### config.mk
export PLATFORM = sky130hd
export DESIGN_NAME = seg_scan_decoder_flat
export DESIGN_NICKNAME = d
export VERILOG_FILES = /design/src/rtl/seg_pkg.sv /design/src/rtl/seg_scan_decoder_if.sv /design/src/rtl/seg_sync_stable.sv /design/src/rtl/seg_scan_decoder.sv /design/src/flat_wrapper.sv
export SDC_FILE = /design/constraint.sdc
export NUM_CORES = 1
export LEC_CHECK = 0
export ABC_AREA = 1
export CAP_MARGIN = 0
export CELL_PAD_IN_SITES_DETAIL_PLACEMENT = 1
export CELL_PAD_IN_SITES_GLOBAL_PLACEMENT = 2
export CORE_MARGIN = 5
export CORE_UTILIZATION = 34
export CTS_CLUSTER_DIAMETER = 80
export DETAILED_ROUTE_END_ITERATION = 10
export GPL_TIMING_DRIVEN = 0
export HOLD_SLACK_MARGIN = 0.05
export PLACE_DENSITY_LB_ADDON = 0.1
export SYNTH_ARGS = -nofsm -noshare
export SYNTH_HDL_FRONTEND = slang
export SYNTH_HIERARCHICAL = 1
export SYNTH_SLANG_ARGS = --single-unit
### constraint.sdc
create_clock -name clk -period 3.7 [get_ports clk]
set_clock_uncertainty 0.15 [all_clocks]
set_input_delay 0.74 -clock clk [delete_from_list [all_inputs] [get_ports clk]]
set_output_delay 0.74 -clock clk [all_outputs]
set_load 0.02 [all_outputs]
### src/rtl/seg_pkg.sv
// Shared definitions for the multiplexed seven-segment bus: digit count,
// active-low segment codes (dp off) and decode helpers.
package seg_pkg;

   localparam int unsigned SEG_N = 6;

   // Active-low codes, bit 7 = dp (1 = off), bits 6:0 = g..a
   localparam logic [7:0] SEG_0 = 8'hC0;
   localparam logic [7:0] SEG_1 = 8'hF9;
   localparam logic [7:0] SEG_2 = 8'hA4;
   localparam logic [7:0] SEG_3 = 8'hB0;
   localparam logic [7:0] SEG_4 = 8'h99;
   localparam logic [7:0] SEG_5 = 8'h92;
   localparam logic [7:0] SEG_6 = 8'h82;
   localparam logic [7:0] SEG_7 = 8'hF8;
   localparam logic [7:0] SEG_8 = 8'h80;
   localparam logic [7:0] SEG_9 = 8'h90;
   localparam logic [7:0] SEG_A = 8'h88;
   localparam logic [7:0] SEG_B = 8'h83;
   localparam logic [7:0] SEG_C = 8'hC6;
   localparam logic [7:0] SEG_D = 8'hA1;
   localparam logic [7:0] SEG_E = 8'h86;
   localparam logic [7:0] SEG_F = 8'h8E;

   localparam logic [7:0] SEG_CODE [16] = '{
      SEG_0, SEG_1, SEG_2, SEG_3, SEG_4, SEG_5, SEG_6, SEG_7,
      SEG_8, SEG_9, SEG_A, SEG_B, SEG_C, SEG_D, SEG_E, SEG_F
   };

   typedef enum logic [1:0] {
      ST_WAIT,
      ST_SETTLE,
      ST_HELD
   } scan_state_e;

   // Returns {hit, nibble}; hit=0 when the pattern is not a hex glyph
   function automatic logic [4:0] seg_to_hex(input logic [6:0] s);
      logic [4:0] r;
      r = '0;
      for (int unsigned i = 0; i < 16; i++) begin
         if (!r[4] && (SEG_CODE[i][6:0] == s)) begin
            r = {1'b1, 4'(i)};
         end
      end
      return r;
   endfunction

   // Returns {ok, idx}; ok=1 only when exactly one select bit is low
   function automatic logic [3:0] onehot_low_idx(input logic [SEG_N-1:0] sel);
      logic [SEG_N-1:0] act;
      logic [3:0]       r;
      act = ~sel;
      r   = '0;
      if ((act != '0) && ((act & (act - 1'b1)) == '0)) begin
         r[3] = 1'b1;
         for (int unsigned i = 0; i < SEG_N; i++) begin
            if (act[i]) begin
               r[2:0] = 3'(i);
            end
         end
      end
      return r;
   endfunction

endpackage

### src/rtl/seg_scan_decoder_if.sv
// Bus bundle between the scanned display lines and the decoder readback.
// master drives sel/seg (display side), slave is the decoder.
interface seg_scan_decoder_if
   import seg_pkg::*;
   ();

   logic [SEG_N-1:0]   sel;
   logic [7:0]         seg;
   logic [4*SEG_N-1:0] digits;
   logic [SEG_N-1:0]   dp;
   logic [SEG_N-1:0]   digit_valid;
   logic               frame_done;
   logic               seg_err;
   logic               sel_err;
   logic               stale;

   modport master (
      output sel, seg,
      input  digits, dp, digit_valid, frame_done, seg_err, sel_err, stale
   );

   modport slave (
      input  sel, seg,
      output digits, dp, digit_valid, frame_done, seg_err, sel_err, stale
   );

endinterface

### src/rtl/seg_sync_stable.sv
// Synchronises sel/seg, detects any change against the previous sample and
// strobes once when both have been unchanged for SETTLE_CYC cycles.
module seg_sync_stable
   import seg_pkg::*;
#(
   parameter int unsigned SYNC_STAGES = 2,
   parameter int unsigned SETTLE_CYC  = 4
) (
   input  logic             clk,
   input  logic             rstn,
   input  logic [SEG_N-1:0] sel_i,
   input  logic [7:0]       seg_i,
   output logic [SEG_N-1:0] sel_o,
   output logic [7:0]       seg_o,
   output logic             change_o,
   output logic             settled_o
);

   localparam int unsigned CNT_W = 8;
   localparam logic [CNT_W-1:0] CNT_LAST = CNT_W'(SETTLE_CYC - 1);

   logic [SEG_N-1:0] sel_sync_q [SYNC_STAGES];
   logic [7:0]       seg_sync_q [SYNC_STAGES];
   logic [SEG_N-1:0] prev_sel_q;
   logic [7:0]       prev_seg_q;
   logic [CNT_W-1:0] cnt_q;
   logic             armed_q;
   logic             settled_q;
   logic [SEG_N-1:0] s_sel;
   logic [7:0]       s_seg;
   logic             change;

   assign s_sel  = sel_sync_q[SYNC_STAGES-1];
   assign s_seg  = seg_sync_q[SYNC_STAGES-1];
   assign change = (s_sel != prev_sel_q) || (s_seg != prev_seg_q);

   // Synchroniser chain and compare register; reset to the idle (blank) bus
   always_ff @(posedge clk or negedge rstn) begin
      if (!rstn) begin
         for (int unsigned i = 0; i < SYNC_STAGES; i++) begin
            sel_sync_q[i] <= '1;
            seg_sync_q[i] <= '1;
         end
         prev_sel_q <= '1;
         prev_seg_q <= '1;
      end else begin
         sel_sync_q[0] <= sel_i;
         seg_sync_q[0] <= seg_i;
         for (int unsigned i = 1; i < SYNC_STAGES; i++) begin
            sel_sync_q[i] <= sel_sync_q[i-1];
            seg_sync_q[i] <= seg_sync_q[i-1];
         end
         prev_sel_q <= s_sel;
         prev_seg_q <= s_seg;
      end
   end

   // Stable counter: re-armed by every change, fires a single strobe per settle
   always_ff @(posedge clk or negedge rstn) begin
      if (!rstn) begin
         cnt_q     <= '0;
         armed_q   <= 1'b0;
         settled_q <= 1'b0;
      end else begin
         settled_q <= 1'b0;
         if (change) begin
            cnt_q   <= '0;
            armed_q <= 1'b1;
         end else if (armed_q) begin
            if (cnt_q == CNT_LAST) begin
               armed_q   <= 1'b0;
               settled_q <= 1'b1;
            end else begin
               cnt_q <= cnt_q + 1'b1;
            end
         end
      end
   end

   // The compare register holds exactly the values that were stable while counting
   assign sel_o     = prev_sel_q;
   assign seg_o     = prev_seg_q;
   assign change_o  = change;
   assign settled_o = settled_q;

endmodule

### src/rtl/seg_scan_decoder.sv
// Receive side of the six-digit multiplexed seven-segment bus: captures each
// settled digit slot, decodes it to hex + dp and tracks frames and staleness.
module seg_scan_decoder
   import seg_pkg::*;
#(
   parameter int unsigned SYNC_STAGES = 2,
   parameter int unsigned SETTLE_CYC  = 4,
   parameter int unsigned TIMEOUT_CYC = 5000
) (
   input  logic              clk,
   input  logic              rstn,
   seg_scan_decoder_if.slave bus
);

   localparam int unsigned TMO_W = $clog2(TIMEOUT_CYC);
   localparam logic [TMO_W-1:0] TMO_LAST = TMO_W'(TIMEOUT_CYC - 1);

   scan_state_e        state_q;
   logic [4*SEG_N-1:0] digits_q, digits_d;
   logic [SEG_N-1:0]   dp_q, dp_d;
   logic [SEG_N-1:0]   valid_q, valid_d;
   logic [SEG_N-1:0]   mask_q, mask_d;
   logic               frame_done_q;
   logic               seg_err_q;
   logic               sel_err_q;
   logic               stale_q;
   logic [TMO_W-1:0]   tmo_q;

   logic [SEG_N-1:0]   set_sel;
   logic [7:0]         set_seg;
   logic               change;
   logic               settled;
   logic               settle_done;
   logic [3:0]         sel_chk;
   logic [4:0]         seg_chk;
   logic [2:0]         slot_k;
   logic               sel_ok;
   logic               sel_blank;
   logic               cap_hit;

   seg_sync_stable #(
      .SYNC_STAGES (SYNC_STAGES),
      .SETTLE_CYC  (SETTLE_CYC)
   ) u_sync (
      .clk       (clk),
      .rstn      (rstn),
      .sel_i     (bus.sel),
      .seg_i     (bus.seg),
      .sel_o     (set_sel),
      .seg_o     (set_seg),
      .change_o  (change),
      .settled_o (settled)
   );

   // Decode the settled slot and form the post-capture storage values
   always_comb begin
      settle_done = settled && (state_q == ST_SETTLE);
      sel_chk     = onehot_low_idx(set_sel);
      seg_chk     = seg_to_hex(set_seg[6:0]);
      slot_k      = sel_chk[2:0];
      sel_ok      = sel_chk[3];
      sel_blank   = &set_sel;
      cap_hit     = settle_done && sel_ok && seg_chk[4];

      digits_d                   = digits_q;
      digits_d[{slot_k, 2'b00} +: 4] = seg_chk[3:0];
      dp_d                       = dp_q;
      dp_d[slot_k]               = ~set_seg[7];
      valid_d                    = valid_q;
      valid_d[slot_k]            = 1'b1;
      mask_d                     = mask_q | (SEG_N'(1) << slot_k);
   end

   // Scan FSM with capture, frame tracking and timeout; all outputs registered
   always_ff @(posedge clk or negedge rstn) begin
      if (!rstn) begin
         state_q      <= ST_WAIT;
         digits_q     <= '0;
         dp_q         <= '0;
         valid_q      <= '0;
         mask_q       <= '0;
         frame_done_q <= 1'b0;
         seg_err_q    <= 1'b0;
         sel_err_q    <= 1'b0;
         stale_q      <= 1'b0;
         tmo_q        <= '0;
      end else begin
         frame_done_q <= 1'b0;
         seg_err_q    <= 1'b0;
         sel_err_q    <= 1'b0;

         // A change arriving together with the settle strobe re-enters SETTLE,
         // keeping the FSM aligned with the re-armed stable counter
         case (state_q)
            ST_WAIT, ST_HELD: begin
               if (change) state_q <= ST_SETTLE;
            end
            ST_SETTLE: begin
               if (settle_done && !change) state_q <= sel_blank ? ST_WAIT : ST_HELD;
            end
            default: state_q <= ST_WAIT;
         endcase

         if (cap_hit) begin
            digits_q <= digits_d;
            dp_q     <= dp_d;
            valid_q  <= valid_d;
            stale_q  <= 1'b0;
            tmo_q    <= '0;
            if (slot_k == 3'd0) begin
               frame_done_q <= (mask_d == '1);
               mask_q       <= '0;
            end else begin
               mask_q <= mask_d;
            end
         end else begin
            if (settle_done && sel_ok) seg_err_q <= 1'b1;
            if (settle_done && !sel_ok && !sel_blank) sel_err_q <= 1'b1;
            if (tmo_q == TMO_LAST) begin
               stale_q <= 1'b1;
               valid_q <= '0;
               mask_q  <= '0;
            end else begin
               tmo_q <= tmo_q + 1'b1;
            end
         end
      end
   end

   assign bus.digits      = digits_q;
   assign bus.dp          = dp_q;
   assign bus.digit_valid = valid_q;
   assign bus.frame_done  = frame_done_q;
   assign bus.seg_err     = seg_err_q;
   assign bus.sel_err     = sel_err_q;
   assign bus.stale       = stale_q;

endmodule
### src/flat_wrapper.sv
// flat-port wrapper written by rule: the top's interface ports become plain ports
module seg_scan_decoder_flat import seg_pkg::*;
#(
   parameter int unsigned SYNC_STAGES = 2,
   parameter int unsigned SETTLE_CYC  = 4,
   parameter int unsigned TIMEOUT_CYC = 5000
)
  (clk, rstn, bus_sel, bus_seg, bus_digits, bus_dp, bus_digit_valid, bus_frame_done, bus_seg_err, bus_sel_err, bus_stale);
  seg_scan_decoder_if bus_i ();
  input  logic clk;
  input  logic rstn;
  input wire logic [$bits(bus_i.sel)-1:0] bus_sel;
  input wire logic [$bits(bus_i.seg)-1:0] bus_seg;
  output wire logic [$bits(bus_i.digits)-1:0] bus_digits;
  output wire logic [$bits(bus_i.dp)-1:0] bus_dp;
  output wire logic [$bits(bus_i.digit_valid)-1:0] bus_digit_valid;
  output wire logic [$bits(bus_i.frame_done)-1:0] bus_frame_done;
  output wire logic [$bits(bus_i.seg_err)-1:0] bus_seg_err;
  output wire logic [$bits(bus_i.sel_err)-1:0] bus_sel_err;
  output wire logic [$bits(bus_i.stale)-1:0] bus_stale;
  assign bus_i.sel = bus_sel;
  assign bus_i.seg = bus_seg;
  assign bus_digits = bus_i.digits;
  assign bus_dp = bus_i.dp;
  assign bus_digit_valid = bus_i.digit_valid;
  assign bus_frame_done = bus_i.frame_done;
  assign bus_seg_err = bus_i.seg_err;
  assign bus_sel_err = bus_i.sel_err;
  assign bus_stale = bus_i.stale;
  seg_scan_decoder #(.SYNC_STAGES(SYNC_STAGES), .SETTLE_CYC(SETTLE_CYC), .TIMEOUT_CYC(TIMEOUT_CYC)) u_core (.clk(clk), .rstn(rstn), .bus(bus_i));
endmodule
==> impl_results.md, run 1 <==
* FF-to-FF setup slack at 0.25 ns
* WL final at 13,400 um
* Remaining antenna violation count at 0
* H-tree levels at 3
* Largest net degree at the start of global routing at 82
* CP arrival at 3.56 ns
* Synth Area per Inst at 8.33 um^2
* Status: finished, final reports clean
* Syn Nets at 679
* Max-slew violations at 0
* Dpl ws at 0.119 ns
* Vias in the first global route at 4,632
* Postcts setup bufs at 0
* DRC at 0
* Pwr per Cell Area at 368 nW/um^2
* Worst R2R Start: u_core/u_sync/sel_o[2]
* Drt wl/cell at 14.2 um
* Startpoint Class: register
* Die Wd at 137 um
* DR iter-0 viols at 119
* Internal power at 1.83 mW
* Final Setup Violations at 0
* Filler cells at 1,897
* Ys Warns at 6
* Synth cell types at 37
* Layout cells sized above 1 at 0.146
* Hold WC Path Type: input pin to async pin
* Clock buffer depth at 2
* Rows at 46
* CP max FO at 11
* Fmax at 0.290 GHz
* Logic pwr share at 0.062
* Post-synthesis sequential area ratio at 0.523
* Remaining global-route overflow at 0
* Placeable Area at 15,800 um^2
* CTS sink cnt at 112
* Seq pwr share at 0.530
* Worst-margin pin slew at 0.595 ns
* Static Leak at 3.03 nW
* Final Critical Period at 3.45 ns
* P&R area growth vs syn at 21.1%
* Register bit total from synthesis at 112
* Sw power at 0.604 mW
* DP HPWL at 10,100 um
* Fin nets at 744
* Clock share of power at 0.408
* Routability Congestion at 0.807
* Fin worst setup slack at 0.252 ns
* CP required at 3.81 ns
* Total CTS buffers at 9
* Peak supply drop at 0.000201 V
* Cells after synthesis at 655
* Tcrit/Tclk final at 0.932
* CTS tree: built
* # IOs at 56
* Most common cell after layout, fill and taps aside: nand2_1
* Vias at 4,435
* Final cell utilization of the core at 0.418
* Hold WS at 0.114 ns
* RSZ-0062 raised after global routing: false
* Total power at 2.43 mW
* DRT Pass-1 Iters at 4
* Clk Tree Root Cell: clkbuf_16
* DIE HEIGHT at 137 um
* Avg Vias per Cell at 4.71
* Die area at 18,700 um^2
* RR Endpoint: u_core/bus.digits[5]
* Crit path kind: register to register
* Global-route wire length before repair at 22,500 um
* Commonest cells after routing, fill and taps aside: nand2_1, inv_1, nor2_1
* Initial Util at 0.345
* Number of diodes at 0
* Port Buffers at 55
* Clock transition at path regs at 0.08 ns
* Netlist Area Pre-Place at 5460 um^2
* Switch share at 0.248
* Worst R2R Path Depth at 13
* Max Cap Viol at 0
* Crit end category: register
* Initial antenna violation count at 0
* Final Hold Viols at 0
* Clk_lat worst skew at 0.35 ns
* Global Route Usage Sum at 0.151
* Max-slew headroom at 0.600
cell type report:
class | instances | area, um^2 | area share
Clock buffer | 10 | 250 | 0.0378
Tap cell | 216 | 270 | 0.0409
Buffer | 9 | 51.3 | 0.00776
Timing Repair Buffer | 56 | 579 | 0.0876
Multi-Input combinational cell | 433 | 2170 | 0.329
Inverter | 99 | 375 | 0.0568
Clock inverter | 6 | 57.6 | 0.00870
Sequential cell | 112 | 2860 | 0.432
power groups by stage:
stage	logic [mW]	registers (mW)	clock network [mW]
floorplan	0.0844	1.30	0
global placement	0.147	1.31	0
detailed placement	0.154	1.31	0
CTS	0.155	1.29	1.04
global route	0.172	1.29	1.09
finish	0.151	1.29	0.993
flip-flops by register name, indices dropped and copies added, names as in the netlist, 8 cells and up:
signal                    count
u_core/u_sync/seg_o           8
u_core/u_sync/s_seg           8
u_core/u_sync/cnt_q           8
u_core/u_sync/seg_sync_q      8
u_core/bus.digits            24
u_core/tmo_q                 13
metal layers:
metal | routed length [um] | track usage | vias to the layer above
li1 | - | - | 2209
met3 | 324 | 0.0235 | 15
met2 | 6500 | 0.255 | 57
met5 | 0 | 0 | -
met4 | 212 | 0.0532 | 0
met1 | 6380 | 0.196 | 2154
cell families after synthesis:
group | Yosys count | synth area share
buf+inv | 110 | 0.0788
xor+xnor | 7 | 0.0112
fa+ha+maj | 8 | 0.0183
flops | 112 | 0.523
simple gates | 358 | 0.308
compound gates | 60 | 0.0610
cells in the mapped netlist, drive strengths merged:
cell type    n  area share
ha           8       0.018
nor4         5      0.0069
or2          2      0.0023
clkbuf       5      0.0034
buf          6      0.0073
dfstp       42        0.20
nor2        91       0.071
dfrtp       70        0.32
o211ai       2      0.0027
xor2         4      0.0064
o21ai       42       0.039
a21boi       1      0.0014
nand3       67       0.065
o21a         2      0.0027
a21oi        9      0.0096
nand2      151        0.11
nand4       16       0.021
nand3b       1      0.0014
o21bai       3      0.0041
o22ai        1      0.0011
inv         98       0.067
nor3        25       0.030
xnor2        3      0.0048
clkinv       1     0.00069
what timing repair did:
action                                  CTS  global route
endpoints found under the setup margin    0            11
resized for setup                         0             1
hold buffers                              0             0
stage by stage:
step                instances  instance area (um^2)  TNS, ns
floorplan                 655                  5460        0
global placement          926                  6280  -233.82
detailed placement        927                  6310        0
CTS                       943                  6620        0
global route              941                  6610        0
finish                    941                  6610        0
worst max-delay path: stages (launching register included):
cell,delay (ns)
dfstp_2,0.57
nand2_1,0.09
o22ai_1,0.18
o21ai_1,0.12
nor2_4,0.14
nand2_1,0.10
buf_2,0.22
ha_1,0.25
ha_1,0.43
inv_1,0.09
clkbuf_1,0.26
nor3_2,0.23
nand3_1,0.26
o21ai_0,0.26
worst max path at each step:
stage,to,slack [ns],from
after floorplan,u_core/bus.digits[4],0.69,u_core/u_sync/sel_o[3]
after global placement,u_core/tmo_q[9],-2.62,rstn
after detailed placement,u_core/bus.digits[9],0.12,u_core/u_sync/sel_o[2]
after CTS,u_core/bus.digits[9],0.08,u_core/u_sync/sel_o[2]
after global routing,u_core/bus.digits[8],0.002,u_core/u_sync/sel_o[2]
final,u_core/bus.digits[5],0.25,u_core/u_sync/sel_o[2]
(Power assumes the default switching activity.)
==> run 2: changes to the inputs <==
REMOVE_ABC_BUFFERS = 1   (was default)
SLEW_MARGIN = 5   (was default)
==> run 2 against run 1 <==
  * Utilization is 0.13 points lower
  * Combinational power is 3% higher
  * Cell area shrank 0.30%
==> impl_results.md, run 2 (same netlist as run 1, synthesis figures left out) <==
* Status: finished, final reports clean
* Layout cells sized above 1 at 0.143
* Fin cells at 935
* Port Buffers at 55
* Global-route wire length before repair at 22,700 um
* Fin worst setup slack at 0.284 ns
* Die Wd at 137 um
* Clock transition at path regs at 0.07 ns
* P&R area growth vs syn at 20.8%
* Clock share of power at 0.419
* Dpl ws at -0.109 ns
* Startpoint Class: register
* Peak supply drop at 0.000229 V
* Vias in the first global route at 4,566
* Multi-input combinational cell area at 2180 um^2
* Global Route Usage Sum at 0.152
* Sw power at 0.572 mW
* Initial Util at 0.345
* DP Cell Count at 916
* Worst-margin pin slew at 0.751 ns
* DP HPWL at 9940 um
* CTS sink cnt at 112
* Crit end category: register
* Final Setup Violations at 0
* Final Critical Period at 3.42 ns
* Pwr per Cell Area at 377 nW/um^2
* Seq pwr share at 0.518
* Worst Path Buf+Inv at 2
* Die area at 18,700 um^2
* Max-slew violations at 0
* FF/Latch Area at 2860 um^2
* CTS tree: built
* H-tree levels at 3
* Routability Congestion at 0.790
* DP Area at 6250 um^2
* Crit path kind: register to register
* Cell repeated most along the worst path: nand3_1
* Static Leak at 3.01 nW
* DRT Pass-1 Iters at 4
* Remaining antenna violation count at 0
* CP Cell Sequence: nand2_1 -> o22ai_1 -> o21ai_1 -> nor2_4 -> nand2_2 -> ha_1 -> ha_2 -> clkinvlp_4 -> buf_4 -> nand3_1 -> nor3_1 -> nand3_1 -> o21ai_0
* RSZ-0062 raised after global routing: false
* Vias at 4,434
* RR Endpoint: u_core/bus.digits[1]
* Clk Tree Root Cell: clkbuf_16
* Remaining global-route overflow at 0
* Largest register FFs at 24
* Setup tns final at 0 ns
* DRC at 0
* Worst path slowest cell: dfstp_2
* Final Cell Area at 6590 um^2
* CP max stage delay at 0.56 ns
* Drt wl/cell at 14.3 um
* CP max FO at 16
* Final cell utilization of the core at 0.417
* Total power at 2.48 mW
* CP required at 3.82 ns
* FF-to-FF setup slack at 0.28 ns
* Filler cells at 1,890
* Placeable Area at 15,800 um^2
* Total CTS buffers at 9
* Crit path max-delay family: simple AND/OR/NAND/NOR gates
* Max-slew headroom at 0.498
* Clock buffer depth at 2
* DR iter-0 viols at 133
* Most common cell after layout, fill and taps aside: nand2_1
* WL final at 13,400 um
* Fin nets at 738
* Clk_lat worst skew at 0.36 ns
* DIE HEIGHT at 137 um
* Initial antenna violation count at 0
* Final Hold Viols at 0
* Internal power at 1.91 mW
* Logic pwr share at 0.063
* Tcrit/Tclk final at 0.923
* Commonest cells after routing, fill and taps aside: nand2_1, inv_1, nor2_1
* Avg Vias per Cell at 4.74
* Hold WS at 0.206 ns
* Rows at 46
* Max Cap Viol at 0
* Number of diodes at 0
* Worst R2R Start: u_core/u_sync/sel_o[2]
* Switch share at 0.230
* Worst R2R Path Depth at 13
* Largest net degree at the start of global routing at 58
* Fmax at 0.293 GHz
* # IOs at 56
* Hold WC Path Type: input pin to async pin
* CP arrival at 3.53 ns
==> run 2: cell type report <==
| class | count | share of cell area |
|---|---|---|
| Clock buffer | 11 | 0.0353 |
| Multi-Input combinational cell | 433 | 0.330 |
| Tap cell | 216 | 0.0410 |
| Timing Repair Buffer | 59 | 0.0913 |
| Sequential cell | 112 | 0.433 |
| Inverter | 99 | 0.0569 |
| Clock inverter | 5 | 0.0120 |
==> run 2: what timing repair did <==
| action | CTS | global route |
|---|---|---|
| resized for setup | 1 | 2 |
| hold buffers | 0 | 0 |
| endpoints found under the setup margin | 12 | 13 |
| setup buffers | 0 | 3 |
| hold endpoints to repair | 0 | 0 |
==> run 2: worst max-delay path by stage <==
stage,endpoint,cells after the start,startpoint
2_1_floorplan,u_core/bus.digits[0],13,u_core/u_sync/sel_o[3]
3_3_place_gp,u_core/tmo_q[8],1,rstn
3_5_place_dp,u_core/bus.digits[0],12,u_core/u_sync/sel_o[2]
4_1_cts,u_core/bus.digits[0],12,u_core/u_sync/sel_o[2]
5_1_grt,u_core/bus.digits[4],12,u_core/u_sync/sel_o[2]
6_report,u_core/bus.digits[1],13,u_core/u_sync/sel_o[2]
==> run 2: routing by layer <==
| metal | global-route usage | up-vias | wire, um |
|---|---|---|---|
| met5 | 0 | - | 0 |
| met4 | 0.0538 | 0 | 261 |
| met3 | 0.0287 | 20 | 417 |
| met2 | 0.259 | 54 | 6540 |
| li1 | - | 2197 | - |
| met1 | 0.194 | 2163 | 6170 |
==> run 2: worst register-to-register path: cells and delay by family, from the launching register on <==
kind	cells	cell delay, ns
AO/OA/AOI/OAI	3	0.56
adder cells (fa/ha/maj)	2	0.72
buffers and inverters	2	0.32
flip-flops	1	0.56
AND/OR/NAND/NOR	6	1.01
==> run 2: power by group through the flow <==
stage                     combinational, mW  sequential, mW  clock (mW)
after floorplan                      0.0812            1.30           0
after global placement                0.145            1.31           0
after detailed placement              0.153            1.31           0
after CTS                             0.154            1.29        1.10
after global routing                  0.176            1.29        1.14
final                                 0.156            1.29        1.04
==> run 3: changes to the inputs <==
ABC_AREA = 0   (was 1)
CORE_ASPECT_RATIO = 1.2   (was default)
CORE_UTILIZATION = 38   (was 34)
==> run 3 against run 2 <==
  * Largest cell class unchanged
  * Worst setup slack improved by 0.14 ns
  * Worst hold slack got worse by 0.065 ns
  * Highest routed layer unchanged
  * Register-to-register slack improved by 0.14 ns
  * Clock-buffer cell count decreased by 1
  * Area after synthesis decreased by 4.7%
  * Routed wire length decreased by 14%
  * Sequential cell count unchanged
  * Clock power decreased by 4%
==> impl_results.md, run 3 <==
* Multi-input combinational cell area at 2120 um^2
* Avg Vias per Cell at 5.11
* Largest net degree at the start of global routing at 70
* Crit path kind: register to register
* Layout cells sized above 1 at 0.184
* Most frequent cell after synthesis: dfrtp_1
* Vias in the first global route at 3,777
* Register bit total from synthesis at 112
* Top post-synthesis cells by count: dfrtp_1, dfstp_2, nor2_1
* Main synth FF type: dfrtp_1
* Dpl ws at 0.414 ns
* Crit path max-delay family: simple AND/OR/NAND/NOR gates
* Peak supply drop at 0.000216 V
* Post-synth top area cell: dfrtp_1
* Final Hold Viols at 0
* Ys Warns at 6
* Status: finished, final reports clean
* Area contributors post-synth: dfrtp_1, dfstp_2, xor2_1
* Gr busiest metal: met2
* DRC at 0
* Final Critical Period at 3.28 ns
* RSZ-0062 raised after global routing: false
* Fin nets at 524
* Netlist Area Pre-Place at 5200 um^2
* Hold WC Path Type: input pin to async pin
* Routability Congestion at 0.792
* DP Cell Count at 657
* Startpoint Class: register
* Cell repeated most along the worst path: ha_1
* DIE HEIGHT at 138 um
* Beginning of the critical path: u_core/u_sync/sel_o[5]
* Max Cap Viol at 0
* Crit end category: register
* GR Util met3 at 0.0244
* GR Layer Usage met1 at 0.203
* Clock buffer depth at 2
* FF/Latch Area at 2860 um^2
* Port Buffers at 55
* CTS sink cnt at 112
* Worst-margin pin slew at 0.842 ns
* M2 GR Usage at 0.247
* Commonest cells after routing, fill and taps aside: dfrtp_1, clkdlybuf4s50_1, dfstp_2
* Worst Path Buf+Inv at 0
* # hold bufs at CTS at 0
* CTS tree: built
* Rows at 46
* Die Wd at 117 um
* Worst R2R Start: u_core/u_sync/sel_o[5]
* DRT Pass-1 Iters at 4
* Clk Tree Root Cell: clkbuf_16
* Post-synth EDFFs at 0
* Hold WS at 0.141 ns
* Cells after synthesis at 450
* Synth cell types at 71
* Max-slew headroom at 0.439
* H-tree levels at 3
* Fmax at 0.305 GHz
* Die area at 16,100 um^2
* Fin worst setup slack at 0.420 ns
* Clock transition at path regs at 0.08 ns
* Tcrit/Tclk final at 0.886
* CP max FO at 14
* Synth Area per Inst at 11.6 um^2
* Remaining global-route overflow at 0
* Vias at 3,441
* Global-route wire length before repair at 19,600 um
* Filler cells at 1,441
* Remaining antenna violation count at 0
* Async set or reset register ratio after synthesis at 1.00
* Fin cells at 673
* Initial Util at 0.389
* CP Cell Sequence: nand4_1 -> or2_2 -> ha_1 -> ha_1 -> nor4_1 -> nand3_4 -> mux2_4
* P&R area growth vs syn at 19.0%
* Static Leak at 2.68 nW
* Postcts setup bufs at 0
* Global Route Usage Sum at 0.153
* Most common cell after layout, fill and taps aside: dfrtp_1
* Largest register FFs at 24
* Total power at 2.41 mW
* WL final at 11,500 um
* DP HPWL at 8220 um
* Number of diodes at 0
* CP max stage delay at 0.72 ns
* Total CTS buffers at 9
* Final cell utilization of the core at 0.463
* CP required at 3.80 ns
* # IOs at 56
* Placeable Area at 13,400 um^2
* Post-synthesis sequential area ratio at 0.549
* Share of the synthesized area in the top cell type at 0.337
* Final Setup Violations at 0
* Clk_lat worst skew at 0.36 ns
* Max-slew violations at 0
* DR iter-0 viols at 111
* Worst path slowest cell: dfstp_2
* Initial antenna violation count at 0
* Pwr per Cell Area at 390 nW/um^2
* CP arrival at 3.38 ns
* Post-CTS Resized at 0
* Drt wl/cell at 17.1 um
run 3: cell types whose count changed in the layout (fill, tap and decap cells not counted), sizes merged, moves of 17 or more:
cell | before | now
nand2 | 151 | 37
inv | 98 | 34
nor2 | 91 | 40
o21ai | 42 | 12
mux2i | 0 | 19
xor2 | 4 | 24
nand3 | 67 | 11
nor3 | 25 | 8
run 3: metal layers:
metal / up-vias / part of all wire
li1: 1662 / -
met3: 13 / 0.025
met5: - / 0
met4: 0 / 0.020
met1: 1723 / 0.45
met2: 43 / 0.51
run 3: worst reg2reg max path, delay by kind of cell, from the launching register on:
kind | cells | cell delay, ns
flip-flops | 1 | 0.72
multiplexers | 1 | 0.34
adder cells (fa/ha/maj) | 2 | 0.62
AND/OR/NAND/NOR | 4 | 1.35
run 3: final cells by class:
class | instances | area share
clock buffers | 10 | 0.0404
inverters | 30 | 0.0182
multi-input cells | 291 | 0.343
repair buffers | 56 | 0.0936
flip-flops and latches | 112 | 0.461
clock inverters | 6 | 0.00910
well taps | 168 | 0.0340
run 3: final timing paths:
check | end | slack (ns) | depth (start not counted)
setup / recovery | u_core/bus.digits[2] | 0.42 | 7
hold / removal | u_core/bus.digits[2] | 0.14 | 1
setup reg to reg | u_core/bus.digits[2] | 0.42 | 7
hold reg to reg | u_core/u_sync/s_seg[2] | 0.21 | 0
max in group asynchronous | u_core/u_sync/seg_sync_q[15] | 2.54 | 2
min in group clk | u_core/u_sync/s_seg[2] | 0.21 | 0
run 3: logic make-up after synthesis:
| family | synth area share |
|---|---|
| AO/OA/AOI/OAI | 0.102 |
| XOR/XNOR | 0.0539 |
| adder cells (fa/ha/maj) | 0.0212 |
| buffers and inverters | 0.0426 |
| flip-flops | 0.549 |
| multiplexers | 0.0597 |
| AND/OR/NAND/NOR | 0.172 |
run 3: power by group:
part / switching (mW) / leakage (nW) / internal [mW] / total [mW]
clock: 0.483 / 0.154 / 0.515 / 0.998
combinational: 0.0659 / 1.13 / 0.0462 / 0.112
sequential: 0.0368 / 1.40 / 1.27 / 1.30
total: 0.585 / 2.68 / 1.83 / 2.41
run 3: metrics by stage:
step	TNS, ns	area [um^2]
final	0	6190
after global routing	0	6190
after CTS	0	6190
after detailed placement	0	5880
after global placement	-228.64	5850
after floorplan	0	5090
